## src/rtl/mem_access_unit_pkg.sv

```systemverilog
// Shared encodings for the load/store unit.
// Access sizes, FSM states and request legality.
package mem_access_unit_pkg;

  typedef enum logic [1:0] {
    SZ_B = 2'b00,
    SZ_H = 2'b01,
    SZ_W = 2'b10,
    SZ_X = 2'b11
  } size_e;

  typedef enum logic [1:0] {
    S_IDLE = 2'b00,
    S_RD   = 2'b01,
    S_WR   = 2'b10,
    S_RESP = 2'b11
  } state_e;

  // Size/alignment part of the legality check
  function automatic logic bad_align(
    input logic [1:0] sz,
    input logic [1:0] lo
  );
    logic r;
    r = 1'b0;
    unique case (1'b1)
      (sz == SZ_X): r = 1'b1;
      (sz == SZ_H): r = lo[0];
      (sz == SZ_W): r = (lo != 2'b00);
      default:      r = 1'b0;
    endcase
    return r;
  endfunction

endpackage

```

## src/rtl/mem_access_unit_lane_merge.sv

```systemverilog
// Byte-lane store merge and load extract/extend.
// Purely combinational; lanes are little-endian.
module lane_merge
  import mem_access_unit_pkg::*;
(
  input  logic [1:0]  i_size,
  input  logic [1:0]  i_lo,
  input  logic        i_sext,
  input  logic [31:0] i_word,
  input  logic [31:0] i_wdata,
  output logic [31:0] o_merged,
  output logic [31:0] o_ext
);

  logic [31:0] w_sh;

  // Insert store data into the old word; pull the addressed lane out for loads
  always_comb begin
    o_merged = i_word;
    o_ext    = i_word;
    w_sh     = i_word >> {i_lo, 3'b000};
    unique case (1'b1)
      (i_size == SZ_B): begin
        o_merged[{i_lo, 3'b000} +: 8] = i_wdata[7:0];
        o_ext = {{24{i_sext & w_sh[7]}}, w_sh[7:0]};
      end
      (i_size == SZ_H): begin
        o_merged[{i_lo[1], 4'b0000} +: 16] = i_wdata[15:0];
        o_ext = {{16{i_sext & w_sh[15]}}, w_sh[15:0]};
      end
      default: begin
        o_merged = i_wdata;
        o_ext    = i_word;
      end
    endcase
  end

endmodule

```

## src/rtl/mem_access_unit.sv

```systemverilog
// CPU load/store initiator for a word-addressed storage port.
// Sub-word stores run as read-modify-write.
module mem_access_unit
  import mem_access_unit_pkg::*;
#(
  parameter int ADDR_W = 12
) (
  input  logic              clk,
  input  logic              clr_n,
  input  logic              req,
  input  logic              we,
  input  logic [1:0]        size,
  input  logic              sign_ext,
  input  logic [31:0]       addr,
  input  logic [31:0]       wdata,
  output logic              busy,
  output logic              done,
  output logic              err,
  output logic [31:0]       rdata,
  output logic [ADDR_W-1:0] m_address,
  output logic [31:0]       m_datain,
  output logic              m_str,
  output logic              m_ld,
  input  logic [31:0]       m_dataout
);

  state_e      r_state;
  state_e      w_next;
  logic        r_we;
  logic [1:0]  r_size;
  logic        r_sext;
  logic [1:0]  r_lo;
  logic [31:0] r_wdata;
  logic        r_err;
  logic [31:0] r_rdata;
  logic        r_str;
  logic        r_ld;
  logic        w_bad;
  logic [31:0] w_merged;
  logic [31:0] w_ext;

  assign w_bad = bad_align(size, addr[1:0])
               | ((addr >> (ADDR_W + 2)) != 32'd0);

  lane_merge u_lane (
    .i_size   (r_size),
    .i_lo     (r_lo),
    .i_sext   (r_sext),
    .i_word   (m_dataout),
    .i_wdata  (r_wdata),
    .o_merged (w_merged),
    .o_ext    (w_ext)
  );

  // State register
  always_ff @(posedge clk or negedge clr_n) begin
    if (!clr_n) r_state <= S_IDLE;
    else        r_state <= w_next;
  end

  // Next-state: reject, read first, or write straight away
  always_comb begin
    w_next = r_state;
    unique case (r_state)
      S_IDLE: begin
        if (req) begin
          if (w_bad)                  w_next = S_RESP;
          else if (we && size == SZ_W) w_next = S_WR;
          else                        w_next = S_RD;
        end
      end
      S_RD:    w_next = r_we ? S_WR : S_RESP;
      S_WR:    w_next = S_RESP;
      default: w_next = S_IDLE;
    endcase
  end

  // Request latch, storage strobes, write data and load result
  always_ff @(posedge clk or negedge clr_n) begin
    if (!clr_n) begin
      r_we      <= 1'b0;
      r_size    <= 2'b00;
      r_sext    <= 1'b0;
      r_lo      <= 2'b00;
      r_wdata   <= '0;
      r_err     <= 1'b0;
      r_rdata   <= '0;
      r_str     <= 1'b0;
      r_ld      <= 1'b0;
      m_address <= '0;
      m_datain  <= '0;
    end else begin
      r_str <= (w_next == S_WR);
      r_ld  <= (w_next == S_RD);
      unique case (r_state)
        S_IDLE: begin
          if (req) begin
            r_we      <= we;
            r_size    <= size;
            r_sext    <= sign_ext;
            r_lo      <= addr[1:0];
            r_wdata   <= wdata;
            r_err     <= w_bad;
            m_address <= addr[ADDR_W+1:2];
            if (!w_bad && we && size == SZ_W)
              m_datain <= wdata;
          end
        end
        S_RD: begin
          if (r_we) m_datain <= w_merged;
          else      r_rdata  <= w_ext;
        end
        default: ;
      endcase
    end
  end

  assign busy  = (r_state != S_IDLE);
  assign done  = (r_state == S_RESP);
  assign err   = done & r_err;
  assign rdata = r_rdata;
  assign m_str = r_str;
  assign m_ld  = r_ld;

endmodule

```

## config.mk

```make
export PLATFORM = sky130hd
export DESIGN_NAME = mem_access_unit
export DESIGN_NICKNAME = d
export VERILOG_FILES = /design/src/rtl/mem_access_unit_pkg.sv /design/src/rtl/mem_access_unit_lane_merge.sv /design/src/rtl/mem_access_unit.sv
export SDC_FILE = /design/constraint.sdc
export NUM_CORES = 1
export LEC_CHECK = 0
export ABC_CLOCK_PERIOD_IN_PS = 2100
export BUFFER_PORTS_ARGS = -buffer_cell sky130_fd_sc_hd__buf_4
export CAP_MARGIN = 20
export CORE_ASPECT_RATIO = 0.5
export CORE_MARGIN = 3
export CORE_UTILIZATION = 49
export CTS_CLUSTER_SIZE = 10
export DETAILED_ROUTE_END_ITERATION = 10
export HOLD_SLACK_MARGIN = 0.05
export PLACE_DENSITY_LB_ADDON = 0.08
export SLEW_MARGIN = 20
export SYNTH_ARGS = -nofsm -noshare
export SYNTH_HDL_FRONTEND = slang
export SYNTH_HIERARCHICAL = 1
export SYNTH_SLANG_ARGS = --single-unit
```

## constraint.sdc

```tcl
create_clock -name clk -period 2.1 [get_ports clk]
set_input_delay 0.21 -clock clk [delete_from_list [all_inputs] [get_ports clk]]
set_output_delay 0.21 -clock clk [all_outputs]
set_load 0.02 [all_outputs]
```

---- Word-level counts from Yosys, hierarchy flattened ----
Cells that the tools add are included.
storage, ports and cells
  bits in registers ....................... 119
  bits of input ports ..................... 103
  output and inout port bits .............. 81
  logic and storage cells ................. 63
cells by class
  add/subtract/negate cells ............... 2
  equality and inequality tests ........... 12
  shift-type cells ........................ 5
  mux-type cells .......................... 14
  bitwise operators ....................... 5
  reductions and logical operators ........ 13
operators by type and width
  cell                       number
  $pmux W32 S2               3
  $mux W32                   3
  $bwmux W32                 2
  $reduce_bool A32 Y1        1
  $shift A16 B7 Y32 const A  1
  $shift A8 B7 Y32 const A   1
  $shiftx A16 B7 Y32         1
  $shiftx A8 B7 Y32          1
  $shr A32 B5 Y16            1
  $neg A5 Y7                 2
  $eq A2 B2 Y1 const B       5
  $eq A2 B1 Y1 const B       4
  $mux W2                    3
  $ne A2 B2 Y1 const B       3
  $pmux W2 S3                1
  $reduce_bool A2 Y1         3
  $logic_not A2 Y1           2
  $reduce_and A2 Y1          2
  $reduce_and A4 Y1          1
  $and A1 B1 Y1              3
  $logic_and A1 B1 Y1        3
  $pmux W1 S3                1
  $logic_not A1 Y1           1
  $mux W1                    1
  2 further kinds            2

---- Depth between registers and ports, before layout ----
Gate-level depths: netlist of run 1.
  word-level depth ........................ 9
  depth in mapped cells ................... 10
  mapped depth without buffers ............ 8

---- Hierarchy ----
The synthesis of run 1 kept the hierarchy.
by module, submodules not included
  module           times used  cells an instance  area an instance (µm²)  sequential area each (µm²)
  mem_access_unit  1           364                5062.4                  2977.9
  lane_merge       1           301                2011.9                  0.0

---- Worst setup path after synthesis of run 1 ----
Ideal clock, no wire load.
  kind .................................... register to register
  start ................................... reg r_lo[1]
  end ..................................... reg m_datain[11]
  library setup time ...................... 73 ps
  data arrival time ....................... 1992 ps
  required time ........................... 2027 ps
  slack ................................... 34 ps
  stages on the path, launching flop included .. 11
  path buffers ............................ 2
  period minus slack after synthesis ...... 2066 ps
  cell sequence ........................... dfrtp_1 -> buf_2 -> inv_1 -> ha_1 -> nor2_1 -> and4_1 -> clkbuf_1 -> a21oi_1 -> o221ai_1 -> mux2i_1 -> a21oi_2
on the way
  word-level cells in the longest chain between the ends .. 6
  elaborated cells between the ends (all ways) .. 11
  those cells by class .................... add/sub: 2; shift: 4; mux: 5
RTL lines
  what                                              line                                                                text
  start, declared                                   mem_access_unit.sv:32                                               logic [1:0] r_lo;
  start signal, assigned                            mem_access_unit.sv:101                                              r_lo <= addr[1:0];
  $neg A5 Y7, on equally long branches              mem_access_unit_lane_merge.sv:28, mem_access_unit_lane_merge.sv:24
  $shiftx A16 B7 Y32, or another cell as far along  mem_access_unit_lane_merge.sv:28                                    o_merged[{i_lo[1], 4'b0000} +: 16] = i_wdata[15:0];
  $bwmux W32, on equally long branches              mem_access_unit_lane_merge.sv:28, mem_access_unit_lane_merge.sv:24
  $pmux W32 S2 *                                    mem_access_unit_lane_merge.sv:22                                    unique case (1'b1)
  named net w_merged[11]                            mem_access_unit.sv:39                                               logic [31:0] w_merged;
  $mux W32 *                                        mem_access_unit.sv:110                                              if (r_we) m_datain <= w_merged;
  $pmux W32 S2 *                                    mem_access_unit.sv:95                                               unique case (r_state)
  end signal, assigned                              mem_access_unit.sv:106                                              m_datain <= wdata;
  end signal, assigned                              mem_access_unit.sv:110
  end, declared                                     mem_access_unit.sv:21                                               output logic [31:0] m_datain,
Mark *: on every way through the listed nets, which the timed path passes. The rest lies on a longest branch. The select of a mux whose other input is x is not followed.
A chain may end at the register's enable or synchronous reset.

---- Worst setup path in the final report of run 1 ----
  start ................................... reg r_lo[0]
  end ..................................... reg m_datain[0]
on the way
  word-level cells in the longest chain between the ends .. 6
  elaborated cells between the ends (all ways) .. 7
  those cells by class .................... add/sub: 1; shift: 2; mux: 4
RTL lines
  what                                                   line                              text
  $neg A5 Y7 *                                           mem_access_unit_lane_merge.sv:24  o_merged[{i_lo, 3'b000} +: 8] = i_wdata[7:0];
  $shiftx A8 B7 Y32 or $shift A8 B7 Y32 (tied branches)  mem_access_unit_lane_merge.sv:24
  $bwmux W32 *                                           mem_access_unit_lane_merge.sv:24
  $pmux W32 S2 *                                         mem_access_unit_lane_merge.sv:22
  named net w_merged[0]                                  mem_access_unit.sv:39
  $mux W32 *                                             mem_access_unit.sv:110
  $pmux W32 S2 *                                         mem_access_unit.sv:95
Marks and branches as above.

==> results of run 1 <==
worst paths after layout:
kind	endpoint	from	slack, ps
max in group asynchronous	r_wdata[4]	clr_n	1200
min reg2reg	r_err	r_err	490
max	m_datain[0]	r_lo[0]	120
min	r_wdata[15]	wdata[15]	60
min in group asynchronous	r_wdata[13]	clr_n	290
max reg2reg	m_datain[0]	r_lo[0]	120
layout by cell type (no fill, tap or decap), types with 8 or more instances in the layout:
master / Yosys / layout
sky130_fd_sc_hd__buf_4: 3 / 207
sky130_fd_sc_hd__dfrtp_1: 119 / 118
sky130_fd_sc_hd__mux2_2: 90 / 90
sky130_fd_sc_hd__nand2_1: 67 / 67
sky130_fd_sc_hd__a21oi_1: 66 / 66
sky130_fd_sc_hd__mux2i_1: 63 / 63
sky130_fd_sc_hd__dlygate4sd3_1: 0 / 40
sky130_fd_sc_hd__nor2b_1: 36 / 35
sky130_fd_sc_hd__a21oi_2: 28 / 28
sky130_fd_sc_hd__o221ai_1: 23 / 23
sky130_fd_sc_hd__clkbuf_16: 0 / 17
sky130_fd_sc_hd__a22oi_1: 15 / 15
sky130_fd_sc_hd__o21ai_0: 15 / 14
sky130_fd_sc_hd__nor3b_1: 9 / 9
sky130_fd_sc_hd__ha_1: 9 / 8
sky130_fd_sc_hd__buf_12: 0 / 8
sky130_fd_sc_hd__a22o_1: 8 / 8
worst reg2reg max path: cells and delay by family (launching register included):
family / cells / cell delay [ps]
compound gates: 3 / 660
flops: 1 / 360
fa+ha+maj: 1 / 330
mux: 1 / 230
buf+inv: 2 / 220
simple gates: 1 / 60
flip-flops by register name, summed over array words and instances, names as in the netlist:
signal	cells
m_str	1
r_wdata	32
r_lo	2
rdata	32
r_state	2
r_err	1
r_we	1
m_address	12
m_ld	1
r_size	2
m_datain	32
r_sext	1
per-stage QoR:
stage                     total power, mW  hold slack (ps)  instances
after global placement               13.3              188       1020
after detailed placement             13.5              193       1020
final                                16.8             58.1       1093
after CTS                            16.7             50.3       1091
after floorplan                      10.5            -85.6        665
after global routing                 17.8             51.2       1093
report_power, final:
group | switching [mW] | internal (mW) | total (mW)
clock | 1.17 | 1.87 | 3.05
sequential | 0.936 | 3.46 | 4.39
combinational | 5.12 | 4.25 | 9.36
total | 7.23 | 9.58 | 16.8
logic make-up (layout without fill, tap and decap cells):
kind of cell | count (synthesis) | in the layout | synth area share
AND/OR/NAND/NOR | 144 | 144 | 0.105
AO/OA/AOI/OAI | 181 | 181 | 0.182
adder cells (fa/ha/maj) | 9 | 9 | 0.0159
multiplexers | 154 | 154 | 0.234
flip-flops | 119 | 119 | 0.421
buffers and inverters | 58 | 294 | 0.0423
what timing repair did:
action                                 CTS  global route
setup endpoints to repair                0            17
endpoints found under the hold margin   66             1
hold buffers                            39             1
gates resized for setup                  0             3
buffers inserted                         0             1
per-layer routing:
layer,vias to the layer above,global-route usage
li1,2894,-
met1,3084,0.393
met2,319,0.420
met3,40,0.0873
met4,0,0.0869
met5,-,0
layout make-up:
type / instances / area [um^2] / area share
flip-flops and latches: 119 / 2980 / 0.305
well taps: 192 / 240 / 0.0246
clock buffers: 17 / 425 / 0.0435
repair buffers: 255 / 2110 / 0.216
clock inverters: 15 / 178 / 0.0182
multi-input cells: 488 / 3810 / 0.390
inverters: 7 / 26.3 / 0.00269
==> results_tabular.tex, run 1 <==
\begin{tabular}{lr}
\hline
Metric & Value \\
\hline
\multicolumn{2}{l}{\textbf{Clock network}} \\
Clock Sink Count & 119 \\
Root cell of the clock tree & sky130\_fd\_sc\_hd\_\_clkbuf\_16 \\
Maximum root-to-sink buffer count & 2 \\
Cts bufs inserted & 17 \\
Clock latency reported for the late side of the worst-skew pair & slightly above 400 ps \\
Worst-path clk slew & 60 ps \\
Clock tree from TritonCTS & yes \\
CTS H-tree depth & 4 \\
\multicolumn{2}{l}{\textbf{Worst setup path}} \\
Category of the most critical setup path & reg -> reg \\
CP max stage cell & sky130\_fd\_sc\_hd\_\_dfrtp\_1 \\
Required @ worst endpoint & 2390 ps \\
Worst path cell trace & inv\_2 > ha\_1 > nor3b\_1 > buf\_4 > a211o\_1 > a22o\_1 > mux2i\_1 > a21oi\_2 \\
Cell count of the worst reg-to-reg path & 8 \\
Buffers \& Inverters on Critical Path & 2 \\
Critical path's top delay family & compound AO/OA/AOI/OAI gates \\
Stage delay of the slowest cell on the critical path & about 360 ps \\
Category of the worst setup path capture point & flop \\
Nature of the critical path startpoint & flop \\
Number of logic stages on the critical path including buffering & 8 \\
Arrival time reported for the critical path endpoint & about 2300 ps \\
Maximum net fanout on the critical path & 5 \\
\multicolumn{2}{l}{\textbf{Timing}} \\
Fraction of the cycle the final worst path needs & 0.941 \\
Min Tclk post-route & 1980 ps \\
Fmax achieved & approximately 0.5 GHz \\
Worst path setup slack after routing & 124 ps \\
Final setup violation count & 0 \\
Worst Tran Pin Value & 522 ps \\
Final hold vios & 0 \\
Worst Clk Skew & approximately 12 ps \\
Count of final max-slew check failures & 0 \\
Unrepaired setup endpoints after global routing & no \\
Slew headroom & 0.649 \\
Post-route setup TNS & 0 ps \\
\multicolumn{2}{l}{\textbf{Synthesis}} \\
Prevailing post-synth register cell & sky130\_fd\_sc\_hd\_\_dfrtp\_1 \\
Number of storage elements in the synthesis netlist & 119 \\
Fraction of synthesis flops using an asynchronous set or reset pin & 1.00 \\
Cell type with the highest aggregate area in the netlist & sky130\_fd\_sc\_hd\_\_dfrtp\_1 \\
Synth top cells by count & sky130\_fd\_sc\_hd\_\_dfrtp\_1, sky130\_fd\_sc\_hd\_\_mux2\_2, sky130\_fd\_sc\_hd\_\_nand2\_1, sky130\_fd\_sc\_hd\_\_a21oi\_1, sky130\_fd\_sc\_hd\_\_mux2i\_1 \\
Combined area of all synthesized cells & 7070 um\^{}2 \\
Fraction of synthesized cell area taken by the top area cell type & 0.421 \\
Part of the Yosys area used for sequential elements & 0.421 \\
Post-synthesis cell count & about 670 \\
Number of synthesized flops with an enable pin & 0 \\
Syn. warnings & 6 \\
Average instance area after synthesis & 10.6 um\^{}2 \\
Number of distinct library cells after synthesis & 53 \\
Leading post-synthesis cells by cell area & sky130\_fd\_sc\_hd\_\_dfrtp\_1, sky130\_fd\_sc\_hd\_\_mux2\_2, sky130\_fd\_sc\_hd\_\_mux2i\_1 \\
Most frequently used cell type in the post-synthesis netlist & sky130\_fd\_sc\_hd\_\_dfrtp\_1 \\
Net count of the mapped netlist & 777 \\
\multicolumn{2}{l}{\textbf{Drt}} \\
Top Metal Used & met4 \\
Total length of routed wires & roughly 23 mm \\
Total met2 wirelength after detailed routing & between 9 and 10 mm \\
Count of routing violations after the opening detailed-route iteration & roughly 540 \\
Number of detailed-route iterations in the first pass & 5 \\
Met1 WL & 9.97 mm \\
Via count & 6,337 \\
Post-route DRC violation count & 0 \\
Routed length on met3 & roughly 2.2 mm \\
Via density & a little under 6 \\
Wire length per cell & 20.6 um \\
Count of antenna-violating nets left after detailed routing & 0 \\
\multicolumn{2}{l}{\textbf{Worst hold path}} \\
Cell depth of the worst min-delay path & 2 \\
Class of the tightest hold or removal check & in -> reg \\
\multicolumn{2}{l}{\textbf{Global route}} \\
Grt total ovfl & 0 \\
Total global routing track utilization & 0.282 \\
Initial antenna violation count & 0 \\
Via count of the first global-routing pass & 6,530 \\
Wire length of the first global-routing pass & 35.6 mm \\
Maximum number of pins on one net before global-route repair & 43 \\
\multicolumn{2}{l}{\textbf{Floorplan}} \\
Starting Density & 0.512 \\
Number of rows in the core area & 30 \\
Count of pins on the block boundary & roughly 180 \\
Core region area & 13,800 um\^{}2 \\
DIE AREA & approximately 16,000 um\^{}2 \\
Die X & approximately 180 um \\
Vertical extent of the die & 91.0 um \\
\multicolumn{2}{l}{\textbf{Placed design}} \\
Detailed-placement wirelength estimate & 16.0 mm \\
Placed cell areas & 8750 um\^{}2 \\
Worst setup slack after placement & 96.7 ps \\
Count of input and output buffers & 183 \\
Routability congestion estimate & 0.946 \\
\multicolumn{2}{l}{\textbf{Power}} \\
P\_leak & roughly 4.4 nW \\
Peak supply drop & between 800 and 900 uV \\
Power per unit of standard cell area & between 1500 and 2000 nW/um\^{}2 \\
\multicolumn{2}{l}{\textbf{Final layout}} \\
Ratio of cells with drive above 1 in the final layout & 0.418 \\
Final non-filler cell area & 9770 um\^{}2 \\
Number of antenna diodes & 0 \\
Final core utilization & 0.708 \\
Layout overhead on the synthesized area & 38.2\% \\
Final-layout fill cell count & 1,070 \\
Net total in the final layout & 1,000 \\
\multicolumn{2}{l}{\textbf{Run status}} \\
Result of the run & completed \\
\multicolumn{2}{l}{\textbf{Job}} \\
Max-cap violations & 0 \\
\hline
\end{tabular}
(Power assumes the default switching activity.)
==> inputs of run 2 (changes only) <==
--- a/config.mk
+++ b/config.mk
@@ -5,12 +5,12 @@
 export SDC_FILE = /design/constraint.sdc
 export NUM_CORES = 1
 export LEC_CHECK = 0
-export ABC_CLOCK_PERIOD_IN_PS = 2100
+export ABC_CLOCK_PERIOD_IN_PS = 2260
 export BUFFER_PORTS_ARGS = -buffer_cell sky130_fd_sc_hd__buf_4
 export CAP_MARGIN = 20
 export CORE_ASPECT_RATIO = 0.5
 export CORE_MARGIN = 3
-export CORE_UTILIZATION = 49
+export CORE_UTILIZATION = 50
 export CTS_CLUSTER_SIZE = 10
 export DETAILED_ROUTE_END_ITERATION = 10
 export HOLD_SLACK_MARGIN = 0.05
==> constraint.sdc (replaced) <==
create_clock -name clk -period 2.26 [get_ports clk]
set_input_delay 0.226 -clock clk [delete_from_list [all_inputs] [get_ports clk]]
set_output_delay 0.226 -clock clk [all_outputs]
set_load 0.02 [all_outputs]
==> run 2 against run 1 <==
Effect of this change: worst setup slack got worse by 54 ps; register-to-register slack got worse by 50 ps; utilization decreased by 1.6 points; final cell count decreased by 2.5%; total power decreased by 7.8%; clock power decreased by 8.5%; sequential share of layout area increased by 0.97 points; worst hold slack improved by 1.4 ps; routed wire length decreased by 2.2%.
==> results_tabular.tex, run 2 (synthesis gave the netlist of run 1 again) <==
\begin{tabular}{lr}
\hline
Metric & Value \\
\hline
\multicolumn{2}{l}{\textbf{Power}} \\
Power after layout & 15.5 mW \\
P\_leak & 4.28 nW \\
Power per unit of standard cell area & about 1600 nW/um\^{}2 \\
Peak supply drop & 829 uV \\
\multicolumn{2}{l}{\textbf{Timing}} \\
Slew headroom & 0.592 \\
Worst path setup slack after routing & 70.7 ps \\
Final setup violation count & 0 \\
Worst Tran Pin Value & 613 ps \\
Unrepaired setup endpoints after global routing & no \\
Count of final max-slew check failures & 0 \\
Final hold vios & 0 \\
Worst Clk Skew & approximately 11 ps \\
Fraction of the cycle the final worst path needs & 0.969 \\
Fmax achieved & 0.457 GHz \\
Post-route setup TNS & 0 ps \\
Min Tclk post-route & 2190 ps \\
\multicolumn{2}{l}{\textbf{Worst setup path}} \\
Category of the most critical setup path & reg -> reg \\
Worst reg2reg path endpoint & m\_datain[7] \\
Worst flop-to-flop path startpoint & r\_lo[1] \\
Arrival time reported for the critical path endpoint & 2540 ps \\
Launching instance or port of the critical path & r\_lo[1] \\
Maximum net fanout on the critical path & 4 \\
Worst path cell trace & inv\_1 > ha\_1 > nor3b\_1 > buf\_4 > a31oi\_1 > o21ai\_0 > buf\_4 > mux2i\_1 > a21oi\_2 \\
Category of the worst setup path capture point & flop \\
Register-to-register path setup slack & just over 70 ps \\
Nature of the critical path startpoint & flop \\
Crit path to & m\_datain[7] \\
Required @ worst endpoint & 2610 ps \\
Stage delay of the slowest cell on the critical path & 460 ps \\
Cell count of the worst reg-to-reg path & 9 \\
CP max stage cell & sky130\_fd\_sc\_hd\_\_o21ai\_0 \\
Most repeated library cell on the critical path & sky130\_fd\_sc\_hd\_\_buf\_4 \\
\multicolumn{2}{l}{\textbf{Floorplan}} \\
Starting Density & 0.516 \\
Die X & 174 um \\
Number of rows in the core area & 30 \\
Count of pins on the block boundary & roughly 180 \\
Core region area & 13,700 um\^{}2 \\
Vertical extent of the die & 90.1 um \\
DIE AREA & about 16,000 um\^{}2 \\
\multicolumn{2}{l}{\textbf{Global route}} \\
Grt total ovfl & 0 \\
Total global routing track utilization & 0.277 \\
Wire length of the first global-routing pass & $\sim$35 mm \\
Maximum number of pins on one net before global-route repair & 42 \\
Via count of the first global-routing pass & 6,384 \\
Initial antenna violation count & 0 \\
\multicolumn{2}{l}{\textbf{Final layout}} \\
Final core utilization & 0.692 \\
Final-layout fill cell count & 1,079 \\
Ratio of cells with drive above 1 in the final layout & 0.429 \\
Number of antenna diodes & 0 \\
Final non-filler cell area & 9470 um\^{}2 \\
Storage element area & 2980 um\^{}2 \\
Layout overhead on the synthesized area & 33.9\% \\
Most common cell after layout, fill and taps aside & sky130\_fd\_sc\_hd\_\_buf\_4 \\
Most frequent cells in the layout & sky130\_fd\_sc\_hd\_\_buf\_4, sky130\_fd\_sc\_hd\_\_dfrtp\_1, sky130\_fd\_sc\_hd\_\_mux2\_2, sky130\_fd\_sc\_hd\_\_nand2\_1, sky130\_fd\_sc\_hd\_\_a21oi\_1 \\
Area of the multi-input gates & 3810 um\^{}2 \\
Net total in the final layout & around 970 \\
\multicolumn{2}{l}{\textbf{Drt}} \\
Total length of routed wires & 22.0 mm \\
Number of detailed-route iterations in the first pass & 7 \\
Via count & 6,323 \\
Count of antenna-violating nets left after detailed routing & 0 \\
Count of routing violations after the opening detailed-route iteration & about 520 \\
Via density & 5.93 \\
Post-route DRC violation count & 0 \\
Wire length per cell & 20.7 um \\
\multicolumn{2}{l}{\textbf{Worst hold path}} \\
Class of the tightest hold or removal check & in -> reg \\
Worst Min Path Start & wdata[3] \\
\multicolumn{2}{l}{\textbf{Clock network}} \\
Clock tree from TritonCTS & yes \\
Resized Gates After CTS & 0 \\
CTS H-tree depth & 4 \\
Clock latency reported for the late side of the worst-skew pair & 410 ps \\
Cts bufs inserted & 17 \\
Root cell of the clock tree & sky130\_fd\_sc\_hd\_\_clkbuf\_16 \\
Clock Sink Count & 119 \\
Worst-path clk slew & around 60 ps \\
Maximum root-to-sink buffer count & 2 \\
\multicolumn{2}{l}{\textbf{Placed design}} \\
Worst setup slack after placement & 173 ps \\
Detailed-placement wirelength estimate & 16.0 mm \\
Placed cell areas & 8730 um\^{}2 \\
Count of input and output buffers & 183 \\
Routability congestion estimate & 0.940 \\
\multicolumn{2}{l}{\textbf{Job}} \\
Max-cap violations & 0 \\
\multicolumn{2}{l}{\textbf{Run status}} \\
Result of the run & completed \\
\hline
\end{tabular}
[run 2: per-layer routing]
metal | share of wire | GRT usage | routed length [um] | up-vias
met5 | 0 | 0 | 0 | -
met4 | 0.015 | 0.0762 | 338 | 0
met3 | 0.094 | 0.0700 | 2070 | 36
met2 | 0.44 | 0.421 | 9770 | 312
met1 | 0.45 | 0.396 | 9840 | 3130
li1 | - | - | - | 2845
[run 2: repair_timing]
| action | CTS | global route |
|---|---|---|
| hold buffers | 12 | 0 |
| setup buffers | 0 | 3 |
| hold endpoints to repair | 34 | 0 |
| endpoints found under the setup margin | 0 | 2 |
[run 2: worst max-delay path, delay by kind of cell (launching register included)]
kind | cells | cell delay [ps]
and+or+nand+nor | 1 | 260
DFF | 1 | 370
muxes | 1 | 70
AOI/OAI and AO/OA | 3 | 670
buffers and inverters | 3 | 480
adders and majority gates | 1 | 270
[run 2: worst min path at each step]
stage,end,cells past startpoint
6_report,r_wdata[3],2
2_1_floorplan,m_address[0],0
3_5_place_dp,rdata[5],1
3_3_place_gp,rdata[5],1
5_1_grt,m_address[3],2
4_1_cts,r_wdata[3],2
[run 2: final cells by class]
cell class              instances  share of cell area
clock inverters                13              0.0164
multi-input cells             488               0.403
inverters                       7             0.00277
repair buffers                228               0.192
flip-flops and latches        119               0.314
well taps                     192              0.0254
clock buffers                  19              0.0468
[run 2: power by group]
part	internal, mW	switching (mW)	leakage [nW]
logic	3.89	4.73	2.58
clock network	1.76	1.03	0.288
registers	3.21	0.874	1.41
total	8.86	6.64	4.28
[run 2: metrics by stage]
stage / std cells / hold WS, ps
floorplan: 665 / -69.6
finish: 1066 / 59.5
CTS: 1063 / 50.4
detailed placement: 1019 / 192
global placement: 1019 / 193
global route: 1066 / 52.9
